**src/rtl/leb128_pkg.sv**
```systemverilog
// Shared types and helpers for the LEB128 encoder family.
package leb128_pkg;

    localparam int unsigned CONT_BIT = 7;

    typedef enum logic {
        IDLE,
        EMIT
    } state_t;

    // Bytes needed for the worst-case encoding of a w-bit integer.
    function automatic int unsigned leb_maxb(input int unsigned w);
        return (w + 6) / 7;
    endfunction

endpackage

```
**src/rtl/leb128_chunk.sv**
```systemverilog
// One LEB128 step: low 7-bit chunk with continuation flag, termination test and remaining value.
module leb128_chunk
    import leb128_pkg::*;
#(
    parameter int unsigned W = 32
) (
    input  logic [W-1:0] rem,
    input  logic         sgn,
    input  logic         at_cap,
    output logic [7:0]   chunk,
    output logic         last,
    output logic [W-1:0] nxt
);

    always_comb begin
        nxt   = '0;
        last  = 1'b0;
        chunk = 8'h00;
        if (sgn) begin
            nxt  = W'($signed(rem) >>> 7);
            // Stop once the remaining bits are pure sign extension of the chunk's bit 6.
            last = ((nxt == '0) && !rem[6]) || ((nxt == '1) && rem[6]) || at_cap;
        end else begin
            nxt  = rem >> 7;
            last = (nxt == '0) || at_cap;
        end
        chunk[6:0]      = rem[6:0];
        chunk[CONT_BIT] = ~last;
    end

endmodule

```
**src/rtl/leb128_stream_enc.sv**
```systemverilog
// Streaming LEB128 encoder: one W-bit word in, its ULEB128/SLEB128 bytes out one per cycle.
module leb128_stream_enc
    import leb128_pkg::*;
#(
    parameter int unsigned  W    = 32,
    localparam int unsigned MAXB = leb_maxb(W),
    localparam int unsigned LW   = $clog2(MAXB + 1)
) (
    input  logic          clk,
    input  logic          rst,
    input  logic          in_valid,
    output logic          in_ready,
    input  logic [W-1:0]  in_data,
    input  logic          in_signed,
    output logic          out_valid,
    input  logic          out_ready,
    output logic [7:0]    out_data,
    output logic          out_last,
    output logic [LW-1:0] out_len
);

    state_t        state;
    logic [W-1:0]  rem;
    logic          sgn;
    logic [LW-1:0] idx;

    logic [7:0]    cbyte;
    logic          clast;
    logic [W-1:0]  cnxt;
    logic          at_cap;
    logic          byte_done;
    logic          word_take;

    assign at_cap = (idx == LW'(MAXB));

    leb128_chunk #(.W(W)) u_chunk (
        .rem    (rem),
        .sgn    (sgn),
        .at_cap (at_cap),
        .chunk  (cbyte),
        .last   (clast),
        .nxt    (cnxt)
    );

    // Presented byte is decoded from the held word; zero while idle.
    assign out_valid = (state == EMIT);
    assign out_last  = out_valid && clast;
    assign out_data  = out_valid ? cbyte : 8'h00;
    assign out_len   = out_valid ? idx : '0;

    assign byte_done = out_valid && out_ready;
    // Final-byte handoff lets the next word load without a bubble.
    assign in_ready  = (state == IDLE) || (byte_done && clast);
    assign word_take = in_valid && in_ready;

    always_ff @(posedge clk or posedge rst) begin
        if (rst) begin
            state <= IDLE;
            rem   <= '0;
            sgn   <= 1'b0;
            idx   <= '0;
        end else begin
            case (state)
                IDLE: begin
                    if (in_valid) begin
                        rem   <= in_data;
                        sgn   <= in_signed;
                        idx   <= LW'(1);
                        state <= EMIT;
                    end
                end
                EMIT: begin
                    if (byte_done) begin
                        if (!clast) begin
                            rem <= cnxt;
                            idx <= idx + LW'(1);
                        end else if (word_take) begin
                            rem <= in_data;
                            sgn <= in_signed;
                            idx <= LW'(1);
                        end else begin
                            state <= IDLE;
                        end
                    end
                end
                default: state <= IDLE;
            endcase
        end
    end

endmodule

```
**config.mk**
```make
export PLATFORM = sky130hd
export DESIGN_NAME = leb128_stream_enc
export DESIGN_NICKNAME = d
export VERILOG_FILES = /design/src/rtl/leb128_pkg.sv /design/src/rtl/leb128_chunk.sv /design/src/rtl/leb128_stream_enc.sv
export SDC_FILE = /design/constraint.sdc
export NUM_CORES = 1
export LEC_CHECK = 0
export CAP_MARGIN = 40
export CORE_ASPECT_RATIO = 1.5
export CORE_MARGIN = 2
export CORE_UTILIZATION = 53
export CTS_CLUSTER_DIAMETER = 50
export DETAILED_ROUTE_END_ITERATION = 6
export GPL_TIMING_DRIVEN = 1
export PLACE_DENSITY = 0.88
export SKIP_LAST_GASP = 1
export SYNTH_ARGS = -nofsm -noshare
export SYNTH_HDL_FRONTEND = slang
export SYNTH_HIERARCHICAL = 1
export SYNTH_SLANG_ARGS = --single-unit
```
**constraint.sdc**
```tcl
create_clock -name clk -period 3 [get_ports clk]
set_input_delay 0.3 -clock clk [delete_from_list [all_inputs] [get_ports clk]]
set_output_delay 0.3 -clock clk [all_outputs]
set_load 0.01 [all_outputs]
```
==> summary.md, run 1 <==
The hold-fix buffer count after cts is 0. For this design the ratio of total power to cell area is 985 nW/µm². Buffers added to address setup during post-CTS repair amount to 0.

After floorplanning, the core was divided into 31 placement rows. Transition time of the tightest slew-check pin: 0.513 ns. Max-cap violations in this run came to 0.

In this run the worst hold path is classified as input pin to async pin. Counting flops and latches in the post-synthesis netlist gives 37. Of all nets on the critical path, the largest fanout is 5.

The number of global-route vias before repair was 1609; the detailed placement HPWL was 3.62 mm. During synthesis, Yosys emitted a total of 6 warnings. The final period utilization came out at 84.9%. The run gives 2 as the level count of the clock H-tree. Counting every net in the synthesized netlist gives 241. Prior to clock tree synthesis, the placed netlist has a worst setup slack of 0.555 ns.

The core region is 4850 µm². The type of destination of the critical path was an output pin. The peak supply drop was 0.000363 V. Across every metal layer, demand over resource in global routing totals 18.7%. The tools report the number of diodes as 0. Counting flops with a built-in enable in the synthesized netlist gives 0.

Pin placement for this block handled 51 I/O pins. After synthesis, the mean cell area works out to 13.2 µm². The count of nets left with antenna violations once routing finished came out at 0.

The logs give 0 ns for the sum of negative setup slack and 0 for the residual overflow from global routing. In this run the static leakage power is 1.34 nW. The data arrival time of the critical path is 2.25 ns, and the per-cell via count in the routed design is 5.29. The critical path goes through nor4_1 > nand3_1 > nor2_1 > a211o_1 > a21bo_2 > clkdlybuf4s50_1.

The setup check on the worst reg-to-reg path leaves a slack of 0.53 ns. The pin count of the biggest net entering global routing came out at 29. The synthesized netlist contains 30 unique library cells. The fmax was 0.393 GHz; the overall via count from detail_route was 1514. Before antenna repair, the detailed router went through 4 iterations. The total wire length after detailed routing is 4.77 mm. Most frequently used flop master after synthesis: sky130_fd_sc_hd__dfrtp_1. Die area: 5640 µm². For this block, the initial DRC count from the detailed router was 72. Once the floorplan was initialized, standard cells occupied 55.1% of the core. The width of the die was 62.0 µm. No sink is reached through more buffers than the 2 on the longest clock path. The share of synthesized area occupied by flip-flops and latches was 34.6%. The run gives 2.94 mW as the post-layout total power. The required time at the endpoint of the critical path is 2.70 ns. The clock latency on the worst-skew pair came out at 0.29 ns. For the total standard cell area after synthesis, the log shows 2670 µm².

The flow ran to the end, and the final reports show no timing, DRC or antenna violations. Once placement finished, the instance area stood at 2900 µm². In this run, CTS created clock tree buffers numbering 5. On the critical path, the stage with the largest delay is an instance of sky130_fd_sc_hd__clkdlybuf4s50_1. The die is 91.0 µm tall. Number of cells upsized or downsized after cts: 0. The cell sitting at the root of the clock tree is a sky130_fd_sc_hd__clkbuf_8. The tools report the critical path launch point type as a flop. The number of instances in the synthesized netlist is 202. The logs give 0.453 ns for the worst path setup slack after routing and 0 for the total setup violations reported at the end of the flow.

TritonCTS built the clock tree. Worst slew margin relative to its limit: 65.8%. The minimum clock period after layout works out to 2.55 ns.

By startpoint and endpoint, the worst setup path is classified as flop to output pin. The first global-routing pass estimated 7.78 mm of wire. The run gives 0 as the post-detailed-route DRC marker count. Max-slew violation total from the final report: 0.

The clock drives 37 sinks. Summing all non-filler instances in the final layout gives an area of 2990 µm². Dividing the detail-routed wire length by the instance count gives 16.7 µm. In this design, the stage delay of the slowest critical-path cell is 0.53 ns. The congestion estimate from routability-driven global placement came to 0.832. Compared with the post-synthesis result, the final layout area differs by 11.8%. The fraction of final layout cells sized beyond drive strength 1 came out at 40.5%. Of all flip-flops after synthesis, the portion carrying an async set or reset was 100%. The clock arrives with 0.00924 ns of skew. After clock tree synthesis, the clock-pin slew on the worst setup and hold paths is 0.08 ns. Setup repair after global routing left no endpoint under its margin. The final layout contains 258 nets. The run gives 0 as the number of failing hold endpoints at the final stage. The number of buffers inserted by port buffering works out to 50. The initial antenna violation count came out at 0.
metrics by stage:
step	cells	util, %	hold slack [ns]
final	286	61.7	0.298
after global routing	286	61.7	0.336
after CTS	286	61.7	0.316
after detailed placement	278	59.8	0.489
after global placement	278	59.8	0.491
after floorplan	202	-	0.408
worst paths after layout:
kind	from	end	depth (start not counted)
worst max-delay path	rem[26]	in_ready	6
worst min-delay path	rst	rem[1]	2
worst max register to register	idx[0]	rem[30]	7
worst min register to register	rem[5]	rem[5]	1
max in group asynchronous	rst	rem[20]	3
min in group clk	rem[5]	rem[5]	1
critical path: cells and delay by family (launching register included):
kind                   cells  cell delay [ns]
AND/OR/NAND/NOR            3             0.65
buffers and inverters      1             0.53
AO/OA/AOI/OAI              2             0.35
flip-flops                 1             0.42
report_power, final:
part,total (mW),internal [mW],switching (mW)
clock,0.353,0.165,0.189
combinational,1.63,1.10,0.530
sequential,0.960,0.712,0.248
synth_stat cells (all sizes together), types with 2 or more instances:
master / number / area share (%)
mux2: 65 / 35
buf: 45 / 15
dfrtp: 37 / 35
and2: 14 / 3.4
nand4: 7 / 1.6
nor4: 6 / 2.3
nand3: 4 / 0.75
inv: 3 / 0.42
a211oi: 2 / 0.56
ha: 2 / 0.94
nand2b: 2 / 0.47
nor2: 2 / 0.28
nor3: 2 / 0.37
final cells by class:
type / instances / area (µm²)
Fill cell: 364 / 1860
Multi-Input combinational cell: 116 / 1330
Sequential cell: 37 / 926
Timing Repair Buffer: 56 / 546
Tap cell: 66 / 82.6
Clock buffer: 5 / 68.8
Clock inverter: 3 / 21.3
Inverter: 3 / 11.3
layout by cell type, fill, tap and decap left out, types with 2 or more instances in the layout:
master and instances:
sky130_fd_sc_hd__dfrtp_1 37, sky130_fd_sc_hd__mux2_2 8, sky130_fd_sc_hd__nor4_1 2, sky130_fd_sc_hd__nand3_1 4, sky130_fd_sc_hd__nor4_2 4, sky130_fd_sc_hd__clkbuf_8 5
sky130_fd_sc_hd__nor3_1 2, sky130_fd_sc_hd__a211oi_1 2, sky130_fd_sc_hd__clkdlybuf4s50_1 50, sky130_fd_sc_hd__nor2_1 2, sky130_fd_sc_hd__ha_1 2, sky130_fd_sc_hd__inv_1 3
sky130_fd_sc_hd__and2_1 12, sky130_fd_sc_hd__buf_4 6, sky130_fd_sc_hd__mux2_4 57, sky130_fd_sc_hd__and2_2 2, sky130_fd_sc_hd__nand4_1 7
state kept, by name, summed over array words and instances (netlist names):
signal / count
rem: 32
idx: 3
out_valid: 1
sgn: 1
routing by layer:
layer,GRT usage (%),vias to the layer above,part of all wire [%]
met5,0,-,0
met4,7.62,0,1.9
met3,3.28,10,4.0
met2,31.9,43,54
met1,22.0,748,40
li1,-,713,-
kinds of logic (layout without fill, tap and decap cells):
| group | Yosys count | after routing | synth area share (%) |
|---|---|---|---|
| flops | 37 | 37 | 34.6 |
| fa+ha+maj | 2 | 2 | 0.936 |
| buf+inv | 49 | 67 | 15.6 |
| compound gates | 8 | 8 | 3.14 |
| mux | 65 | 65 | 35.4 |
| simple gates | 41 | 41 | 10.3 |
(Power assumes the default switching activity.)
==> inputs of run 2 (changes only) <==
--- a/config.mk
+++ b/config.mk
@@ -8,11 +8,11 @@
 export CAP_MARGIN = 40
 export CORE_ASPECT_RATIO = 1.5
 export CORE_MARGIN = 2
-export CORE_UTILIZATION = 53
+export CORE_UTILIZATION = 47
 export CTS_CLUSTER_DIAMETER = 50
 export DETAILED_ROUTE_END_ITERATION = 6
 export GPL_TIMING_DRIVEN = 1
-export PLACE_DENSITY = 0.88
+export PLACE_DENSITY = 0.83
 export SKIP_LAST_GASP = 1
 export SYNTH_ARGS = -nofsm -noshare
 export SYNTH_HDL_FRONTEND = slang
==> constraint.sdc (replaced) <==
create_clock -name clk -period 2.23 [get_ports clk]
set_input_delay 0.223 -clock clk [delete_from_list [all_inputs] [get_ports clk]]
set_output_delay 0.223 -clock clk [all_outputs]
set_load 0.01 [all_outputs]
==> summary.md, run 2 (synthesis gave the netlist of run 1 again) <==
The run gives 1370 µm² (+2.8%) as the area taken by multi-input logic gates. The worst setup path is captured at a flop. The clock transition at the registers of the reported paths came out at 0.08 ns (about the same). The logs give 61.5% (-4.4 points) for the worst slew margin relative to its limit and 1.55 nW (+15%) for the total leakage power. The die area came out at 6320 µm² (+12%).

The startpoint of the worst register-to-register path is rem[22]. Register bank with the most flops: rem. For the max-slew violation total from the final report, the log shows 0 (unchanged). The logs give 37 (unchanged) for the total clock sinks and 0 (unchanged) for the number of failing hold endpoints at the final stage.

In the finished design, the share of the clock period the worst path needs comes to 104%. Level count of the clock H-tree: 2 (unchanged). Detailed placement HPWL: 3.79 mm (+4.6%).

The setup clock skew after layout is 0.00888 ns (-0.000361 ns), and the global routing usage summed across all routing layers is 17.6% (-1.1 points). The number of non-filler instances in the completed layout came out at 318 (+11%). Setup repair after global routing could not meet its margin everywhere. Hold-fix buffer count after cts: 0 (unchanged). Transition time of the tightest slew-check pin: 0.578 ns (+0.0656 ns).

First-pass GRT wire length: 8.23 mm (+5.8%). Layout net count: 286 (+11%). For the worst path setup slack after routing, the log shows -0.0983 ns (-0.551 ns). The floorplan core area is 5490 µm² (+13%). For the required time at the endpoint of the critical path, the log shows 2.40 ns (-0.30 ns). Derived from the worst setup path, the maximum achievable clock frequency is 0.429 GHz. The run gives 2.08 mm (+9.3%) as the length of routed wiring on met1. The checks that failed: setup timing. The flow ran to the end, but the final reports show violations. The maximum net fanout on the critical path was 12 (+7); the total setup violations reported at the end of the flow was 32 (+32). The tools report the remaining antenna violation count after routing as 0 (unchanged).

Data arrival time of the critical path: 2.50 ns (+0.25 ns). The library cells used most frequently in the layout, excluding fill and tap cells, are 58 x sky130_fd_sc_hd__mux2_4, 47 x sky130_fd_sc_hd__clkdlybuf4s50_1, 36 x sky130_fd_sc_hd__dfrtp_1, 24 x sky130_fd_sc_hd__buf_4, 11 x sky130_fd_sc_hd__and2_1. The fraction of final layout cells sized beyond drive strength 1 came out at 50.0% (+9.5 points). Routed signal wires occupy layers up through met4.

For the met2 wire length, the log shows 3.13 mm (+21%). The total wire length after detailed routing came out at 5.50 mm (+15%). Routed wirelength normalized by instance count: 17.3 µm (+3.7%). The run gives 1605 (+6.0%) as the overall via count from detail_route. STA classifies the critical path startpoint as a flop.

The count of placed standard cells including taps came out at 299 (+7.6%). In this run the worst setup path begins at rem[22]. The number of maximum-capacitance violations came out at 0 (unchanged). The number of buffers inserted during clock tree synthesis was 5 (unchanged); the iteration count of the initial detailed-routing pass was 4 (unchanged). The number of placed I/O pins is 51 (unchanged), and the detailed-routed wire length on met3 is 235 µm (+23%).

The maximum count of clock buffers along a single path is 2 (unchanged). The logs give 0 (unchanged) for the post-detailed-route DRC marker count and 0.29 ns (about the same) for the clock latency on the worst-skew pair. For the number of core rows, the log shows 33 (+6.5%).

The initial antenna violation count was 0 (unchanged). TritonCTS built the clock tree. The width of the die came out at 65.6 µm (+5.8%). For the number of design-rule violations left by the first detailed-router iteration, the log shows 122 (+69%).

The per-cell via count in the routed design is 5.05 (-4.7%). The run gives 0 (unchanged) as the number of diodes. The area growth from synthesis to layout is 24.8%. The height of the die is 96.4 µm (+5.9%). The critical path is of the flop to flop type. The min-delay analysis places its worst path in the category input pin to async pin. The number of buffers inserted by port buffering is 50 (unchanged), and the number of global-route vias before repair is 1676 (+4.2%). Leaving out fill and tap cells, the most frequent cell in the layout is sky130_fd_sc_hd__mux2_4. The peak supply drop was 0.000631 V (+74%). The logs give 38 (+31%) for the pin count of the biggest net entering global routing and 0 (unchanged) for the residual overflow from global routing.

Initial core utilization: 48.7% (-6.5 points). The placer congestion estimate was 0.747 (-10%). The flip-flop count of the largest register after layout is 32 (unchanged), and the number of filler cells placed in the layout is 427 (+17%). The logs give 927 µm² (+0.14%) for the area occupied by registers and 0.342 ns (+0.0442 ns) for the final hold slack. The tools report the master cell of the clock root buffer as sky130_fd_sc_hd__clkbuf_8.

The power density relative to cell area came out at 1360 nW/µm² (+38%). In the final layout, the registers with the most flip-flops are rem (32), idx (3). The minimum clock period after layout works out to 2.33 ns.
-- run 2: cell types whose count changed in the layout (fill, tap and decap cells not counted), sizes merged --
cell	previous run	this run
buf	6	33
clkbuf	5	9
clkdlybuf4s50	50	47
clkinv	1	2
clkinvlp	1	0
dlygate4sd2	0	1
inv	4	3
-- run 2: worst max-delay path: stages (launching register included) --
cell	delay, ns
sky130_fd_sc_hd__dfrtp_1	0.43
sky130_fd_sc_hd__nor4_2	0.33
sky130_fd_sc_hd__nand3_1	0.17
sky130_fd_sc_hd__nor2_2	0.13
sky130_fd_sc_hd__a211o_1	0.16
sky130_fd_sc_hd__nand2b_4	0.24
sky130_fd_sc_hd__buf_12	0.18
sky130_fd_sc_hd__mux2_4	0.30
sky130_fd_sc_hd__mux2_4	0.25
-- run 2: area by class of cell --
type                    count  area share [%]
clock buffers               6            2.18
clock inverters             2           0.300
inverters                   3           0.338
multi-input cells         116            41.1
flip-flops and latches     37            27.8
well taps                  70            2.63
repair buffers             84            25.7
-- run 2: routing by layer --
metal  GRT usage (%)  up-vias
met5               0        -
met4            4.69        0
met3            3.36        6
met2            34.8       42
met1            18.7      786
li1                -      771
-- run 2: path summary, 6_finish.rpt --
check	endpoint	slack, ns	cells after the start
setup reg to reg	rem[12]	-0.1	8
hold reg to reg	rem[1]	0.51	1
setup / recovery	rem[12]	-0.1	8
max in group asynchronous	rem[23]	1.54	3
min in group clk	rem[1]	0.51	1
hold / removal	idx[2]	0.34	3
-- run 2: metrics by stage --
stage | power, mW | cell area, µm² | TNS, ns | setup WS [ns] | util (%)
global route | 4.76 | 3340 | -6.08 | -0.201 | 60.7
detailed placement | 3.77 | 3070 | -2.36 | -0.0957 | 55.9
floorplan | 3.39 | 2670 | 0 | 0.0266 | -
global placement | 3.66 | 3070 | -0.310 | -0.0412 | 55.9
CTS | 4.36 | 3250 | -1.76 | -0.0839 | 59.1
finish | 4.53 | 3340 | -2.57 | -0.0983 | 60.7
-- run 2: repair_timing --
item / CTS / global route
endpoints found under the setup margin: 35 / 35
buffers inserted: 4 / 4
pin swaps: 3 / 9
gates cloned: 1 / 4
gates resized for setup: 14 / 12
-- run 2: power breakdown --
part / switching, mW / internal [mW]
logic: 0.907 / 1.91
registers: 0.302 / 0.959
clock network: 0.236 / 0.217
==> inputs of run 3 (changes only) <==
--- a/config.mk
+++ b/config.mk
@@ -10,6 +10,7 @@
 export CORE_MARGIN = 2
 export CORE_UTILIZATION = 47
 export CTS_CLUSTER_DIAMETER = 50
+export CTS_CLUSTER_SIZE = 16
 export DETAILED_ROUTE_END_ITERATION = 6
 export GPL_TIMING_DRIVEN = 1
 export PLACE_DENSITY = 0.83
==> results of run 3 <==
The final DEF is identical to that of run 2; final timing and power are the same.
